<file path="config.mk">
export PLATFORM = sky130hd
export DESIGN_NAME = iob_regarray_wr_arb
export DESIGN_NICKNAME = d
export VERILOG_FILES = /design/src/rtl/iob_regarray_wr_arb.sv
export SDC_FILE = /design/constraint.sdc
export NUM_CORES = 1
export LEC_CHECK = 0
export CAP_MARGIN = 15
export CORE_ASPECT_RATIO = 0.7
export CORE_UTILIZATION = 35
export DETAILED_ROUTE_END_ITERATION = 10
export PLACE_DENSITY = 0.69
export SLEW_MARGIN = 20
export SYNTH_ARGS = -nofsm -noshare
export SYNTH_HDL_FRONTEND = slang
export SYNTH_SLANG_ARGS = --single-unit
export TNS_END_PERCENT = 20
</file>
<file path="constraint.sdc">
create_clock -name clk_i -period 1.79 [get_ports clk_i]
set_clock_uncertainty 0.1 [all_clocks]
set_input_delay 0.179 -clock clk_i [delete_from_list [all_inputs] [get_ports clk_i]]
set_output_delay 0.179 -clock clk_i [all_outputs]
set_load 0.01 [all_outputs]
</file>
<file path="src/rtl/iob_regarray_wr_arb.sv">
`default_nettype none
// ============================================================================
// Module   : iob_regarray_wr_arb
// Purpose  : Round-robin write arbiter with lock support in front of a
//            register array. One accepted write per cycle, registered output.
// Revision : 1.0 - initial release
// ============================================================================
module iob_regarray_wr_arb #(
    parameter int N_REQ   = 2,
    parameter int WADDR_W = 4,
    parameter int WDATA_W = 32,
    parameter int WSTRB_W = WDATA_W / 8
) (
    input  logic                       clk_i,
    input  logic                       cke_i,
    input  logic                       rst_i,
    input  logic [N_REQ-1:0]           valid_i,
    input  logic [N_REQ-1:0]           lock_i,
    input  logic [N_REQ*WADDR_W-1:0]   addr_i,
    input  logic [N_REQ*WSTRB_W-1:0]   wstrb_i,
    input  logic [N_REQ*WDATA_W-1:0]   wdata_i,
    output logic [N_REQ-1:0]           ready_o,
    output logic                       wen_o,
    output logic [WADDR_W-1:0]         waddr_o,
    output logic [WSTRB_W-1:0]         wstrb_o,
    output logic [WDATA_W-1:0]         wdata_o,
    output logic [N_REQ-1:0]           grant_o,
    output logic                       busy_o
);

    localparam int                IDX_W    = (N_REQ > 1) ? $clog2(N_REQ) : 1;
    localparam logic [IDX_W-1:0]  LAST_IDX = IDX_W'(N_REQ - 1);
    localparam logic [IDX_W:0]    N_EXT    = (IDX_W + 1)'(N_REQ);

    typedef enum logic [0:0] {
        ST_IDLE   = 1'b0,
        ST_LOCKED = 1'b1
    } state_t;

    state_t             r_state;
    state_t             w_state_nxt;
    logic [IDX_W-1:0]   r_ptr;
    logic [IDX_W-1:0]   w_ptr_nxt;
    logic [IDX_W-1:0]   r_owner;
    logic [IDX_W-1:0]   w_owner_nxt;

    logic [IDX_W:0]     w_k;
    logic               w_found;
    logic [IDX_W-1:0]   w_rr_idx;
    logic               w_xfer;
    logic [IDX_W-1:0]   w_sel_idx;
    logic [N_REQ-1:0]   w_ready;
    logic [WADDR_W-1:0] w_addr;
    logic [WSTRB_W-1:0] w_strb;
    logic [WDATA_W-1:0] w_data;

    logic               r_wen;
    logic [WADDR_W-1:0] r_waddr;
    logic [WSTRB_W-1:0] r_wstrb;
    logic [WDATA_W-1:0] r_wdata;
    logic [N_REQ-1:0]   r_grant;

    // Index after idx, wrapping back to requester 0.
    function automatic logic [IDX_W-1:0] f_inc_wrap(input logic [IDX_W-1:0] idx);
        return (idx == LAST_IDX) ? '0 : idx + IDX_W'(1);
    endfunction

    // Round-robin search: first valid requester starting at ptr, wrapping.
    always_comb begin
        w_found  = 1'b0;
        w_rr_idx = '0;
        w_k      = '0;
        for (int i = 0; i < N_REQ; i++) begin
            w_k = {1'b0, r_ptr} + (IDX_W + 1)'(i);
            if (w_k >= N_EXT) begin
                w_k = w_k - N_EXT;
            end
            if (!w_found && valid_i[w_k[IDX_W-1:0]]) begin
                w_found  = 1'b1;
                w_rr_idx = w_k[IDX_W-1:0];
            end
        end
    end

    // Pick the winner: the lock owner while locked, else the round-robin hit.
    // Nothing is accepted while the clock is disabled or reset is asserted.
    always_comb begin
        w_sel_idx = '0;
        w_xfer    = 1'b0;
        if (cke_i && !rst_i) begin
            if (r_state == ST_LOCKED) begin
                w_sel_idx = r_owner;
                w_xfer    = valid_i[r_owner];
            end else begin
                w_sel_idx = w_rr_idx;
                w_xfer    = w_found;
            end
        end
    end

    // One-hot acceptance and field mux for the selected requester.
    always_comb begin
        w_ready = '0;
        w_addr  = '0;
        w_strb  = '0;
        w_data  = '0;
        for (int k = 0; k < N_REQ; k++) begin
            if (w_sel_idx == IDX_W'(k)) begin
                w_ready[k] = w_xfer;
                w_addr     = addr_i[k*WADDR_W +: WADDR_W];
                w_strb     = wstrb_i[k*WSTRB_W +: WSTRB_W];
                w_data     = wdata_i[k*WDATA_W +: WDATA_W];
            end
        end
    end

    // Next-state, pointer and owner update.
    always_comb begin
        w_state_nxt = r_state;
        w_ptr_nxt   = r_ptr;
        w_owner_nxt = r_owner;
        case (r_state)
            ST_IDLE: begin
                if (w_xfer) begin
                    w_ptr_nxt = f_inc_wrap(w_sel_idx);
                    if (lock_i[w_sel_idx]) begin
                        w_state_nxt = ST_LOCKED;
                        w_owner_nxt = w_sel_idx;
                    end
                end
            end
            ST_LOCKED: begin
                // Releasing the lock ends the lock whether or not a write
                // was accepted in the same cycle.
                if (!lock_i[r_owner]) begin
                    w_state_nxt = ST_IDLE;
                    w_ptr_nxt   = f_inc_wrap(r_owner);
                end
            end
            default: begin
                w_state_nxt = ST_IDLE;
            end
        endcase
    end

    // Arbiter state registers; reset wins over the clock enable.
    always_ff @(posedge clk_i) begin
        if (rst_i) begin
            r_state <= ST_IDLE;
            r_ptr   <= '0;
            r_owner <= '0;
        end else if (cke_i) begin
            r_state <= w_state_nxt;
            r_ptr   <= w_ptr_nxt;
            r_owner <= w_owner_nxt;
        end
    end

    // Registered write port; fields hold when nothing is accepted.
    always_ff @(posedge clk_i) begin
        if (rst_i) begin
            r_wen   <= 1'b0;
            r_waddr <= '0;
            r_wstrb <= '0;
            r_wdata <= '0;
            r_grant <= '0;
        end else if (cke_i) begin
            r_wen   <= w_xfer;
            r_grant <= w_ready;
            if (w_xfer) begin
                r_waddr <= w_addr;
                r_wstrb <= w_strb;
                r_wdata <= w_data;
            end
        end
    end

    assign ready_o = w_ready;
    assign wen_o   = r_wen;
    assign waddr_o = r_waddr;
    assign wstrb_o = r_wstrb;
    assign wdata_o = r_wdata;
    assign grant_o = r_grant;
    assign busy_o  = (r_state == ST_LOCKED);

endmodule
`default_nettype wire
</file>
==> impl_metrics.env <==
export IMPL_status="finished, final reports clean"
export IMPL_seq_area_frac_synth_pct=36.3
export IMPL_top_layer="met4"
export IMPL_synth_nets=365
export IMPL_p_leak_uw=0.00139
export IMPL_fp_dieH_um=73.2
export IMPL_cts_setup_buffers=0
export IMPL_area_delta_synth_final_pct=65.6
export IMPL_via_count=2666
export IMPL_dp_hpwl_mm=5.62
export IMPL_timing_fmax_ghz=0.568
export IMPL_cp_top_family="buffers and inverters"
export IMPL_yosys_warnings=0
export IMPL_start_util_pct=36.9
export IMPL_row_count=25
export IMPL_tightest_slew_ps=738
export IMPL_cts_tree="yes"
export IMPL_clk_insertion_delay_late_ps=290
export IMPL_fin_setup_tns_ps=0
export IMPL_synth_area_um2=2540
export IMPL_fin_nets=497
export IMPL_root_buffer="clkbuf_8"
export IMPL_critPathMaxFanout=2
export IMPL_dieArea_um2=7600
export IMPL_worst_path_buf_inv=3
export IMPL_grt_pass1_vias=2572
export IMPL_drcViolationCount=0
export IMPL_placedInstanceArea_um2=4080
export IMPL_drt_first_pass_iters=4
export IMPL_layout_filler_cells=606
export IMPL_p_seq_share_pct=41.6
export IMPL_crit_path_end_kind="output pin"
export IMPL_cts_sinks=46
export IMPL_globalRouteOverflowTotal=0
export IMPL_postRouteAntennaNets=0
export IMPL_p_comb_share_pct=30.0
export IMPL_async_reset_ff_share_pct=0
export IMPL_worst_path_max_delay_cell="clkdlybuf4s50_1"
export IMPL_crit_required_ps=1510
export IMPL_synth_area_leaders="dfxtp_1 36%, a311oi_2 22%, o21ai_0 8.1%"
export IMPL_post_route_min_period_ps=1760
export IMPL_port_buffers=132
export IMPL_syn_avg_cell_area_um2=9.13
export IMPL_p_clk_share_pct=28.4
export IMPL_drv_cap=0
export IMPL_dr_wl_met3_um=579
export IMPL_drt_iter0_drc=129
export IMPL_die_x_um=104
export IMPL_grt_pass1_wl_mm=13.1
export IMPL_fin_area_um2=4200
export IMPL_grt_max_degree=47
export IMPL_synth_top_cell_by_area="dfxtp_1"
export IMPL_grtUsageTotal_pct=21.6
export IMPL_drt_met1_wl_mm=3.84
export IMPL_power_switching_uw=751
export IMPL_startpoint_type="input pin"
export IMPL_rsz0062_at_grt="yes"
export IMPL_wire_per_inst_um=16.0
export IMPL_viasPerCell=5.28
export IMPL_synth_flop_cell="dfxtp_1"
export IMPL_synth_edf_count=0
export IMPL_cp_arrival_ps=1480
export IMPL_core_area_um2=6880
export IMPL_power_density_nw_per_um2=648
export IMPL_synth_cell_types=32
export IMPL_hold_class="input pin to flop"
export IMPL_finalHoldViolCount=0
export IMPL_drive_gt1_share_pct=20.0
export IMPL_wl_met2_mm=3.62
export IMPL_post_route_period_util_pct=98.4
export IMPL_yosysTopAreaCellShare_pct=36.3
export IMPL_crit_chain="clkdlybuf4s50_1 -> nor2b_4 -> buf_4 -> a22oi_2 -> nor2_1 -> dlygate4sd2_1"
export IMPL_synthCells=278
export IMPL_multiInputGateArea_um2=1430
export IMPL_cts_buffers=5
export IMPL_swShare_pct=27.6
export IMPL_finalSetupViolCount=0
export IMPL_path_class="input pin to output pin"
export IMPL_place_gp_congestion=0.782
export IMPL_whs_ps=300
export IMPL_total_power_uw=2720
export IMPL_peakVddDrop_mv=0.464
export IMPL_cell_internal_pwr_uw=1970
export IMPL_synth_seq_cells=46
export IMPL_ys_top_cells_by_count="46 x dfxtp_1, 46 x nor2_1, 41 x o21ai_0"
export IMPL_seqCellArea_um2=926
export IMPL_cts_max_path_buffers=2
export IMPL_relSlewSlack_pct=50.8
export IMPL_wl_mm=8.06
export IMPL_io_pins=133
export IMPL_slew_viol_final=0
export IMPL_max_stage_delay_ps=450
export IMPL_n_antenna_cell=0
export IMPL_path_clk_slew_ps=90
export IMPL_antenna_found_initial=0
export IMPL_cts_max_level=2
[worst reg2reg max path, delay by kind of cell (launching register included)]
kind | cells | cell delay, ps
AO/OA/AOI/OAI | 2 | 440
buffers and inverters | 2 | 350
flip-flops | 1 | 400
multiplexers | 1 | 340
[metrics by stage]
step           instances  worst slack (ps)  utilization, %
2_1_floorplan        278               192               -
5_1_grt              505             -15.4            61.1
4_1_cts              505              13.8            60.9
3_3_place_gp         497              -294            59.2
3_5_place_dp         497              -345            59.2
6_report             505              28.1            61.1
[path summary, 6_finish.rpt]
path                  to         from  slack (ps)  cells after the start
max           ready_o[1]   valid_i[1]          30                      6
min               busy_o   valid_i[0]         300                      3
max reg2reg       busy_o      r_owner          50                      5
min reg2reg  wdata_o[23]  wdata_o[23]         400                      2
[flip-flops by register name, summed over array words and instances, names as in the netlist]
name     count
waddr_o      4
grant_o      2
wdata_o     32
busy_o       1
r_ptr        1
wstrb_o      4
wen_o        1
r_owner      1
[cells in the final DEF (no fill, tap or decap), types with 4 or more instances in the layout]
| cell type | count |
|---|---|
| clkdlybuf4s50_1 | 128 |
| nor2_1 | 46 |
| dfxtp_1 | 44 |
| o21ai_0 | 41 |
| nand3_1 | 40 |
| a311oi_2 | 38 |
| buf_4 | 19 |
| buf_12 | 8 |
| clkbuf_8 | 5 |
| nand2b_1 | 4 |
[cell families after synthesis]
family | synth area share (%)
AOI/OAI and AO/OA | 36.5
buffers and inverters | 8.09
DFF | 36.3
muxes | 1.23
and+or+nand+nor | 17.9
[power groups by stage]
stage                     clock (uW)  sequential (uW)  combinational [uW]
after floorplan                    0             1180                 341
after global placement             0             1150                 810
after detailed placement           0             1150                 817
after CTS                        791             1130                 821
after global routing             844             1140                 877
final                            774             1130                 817
[timing repair]
item,CTS,global route
hold buffers,0,0
gates resized for setup,6,5
pin swaps,0,3
endpoints found under the setup margin,4,16
[final cells by class]
cell class | count | area share [%]
Timing Repair Buffer | 159 | 38.4
Tap cell | 94 | 2.80
Clock buffer | 7 | 1.82
Clock inverter | 1 | 0.715
Inverter | 2 | 0.179
Sequential cell | 46 | 22.0
Multi-Input combinational cell | 196 | 34.0
[layer usage]
metal  up-vias  global-route usage [%]
met5         -                       0
li1       1301                       -
met4         0                    3.33
met3         2                    6.16
met1      1265                    28.4
met2        98                    36.2
Power figures use the tool's default switching activity.
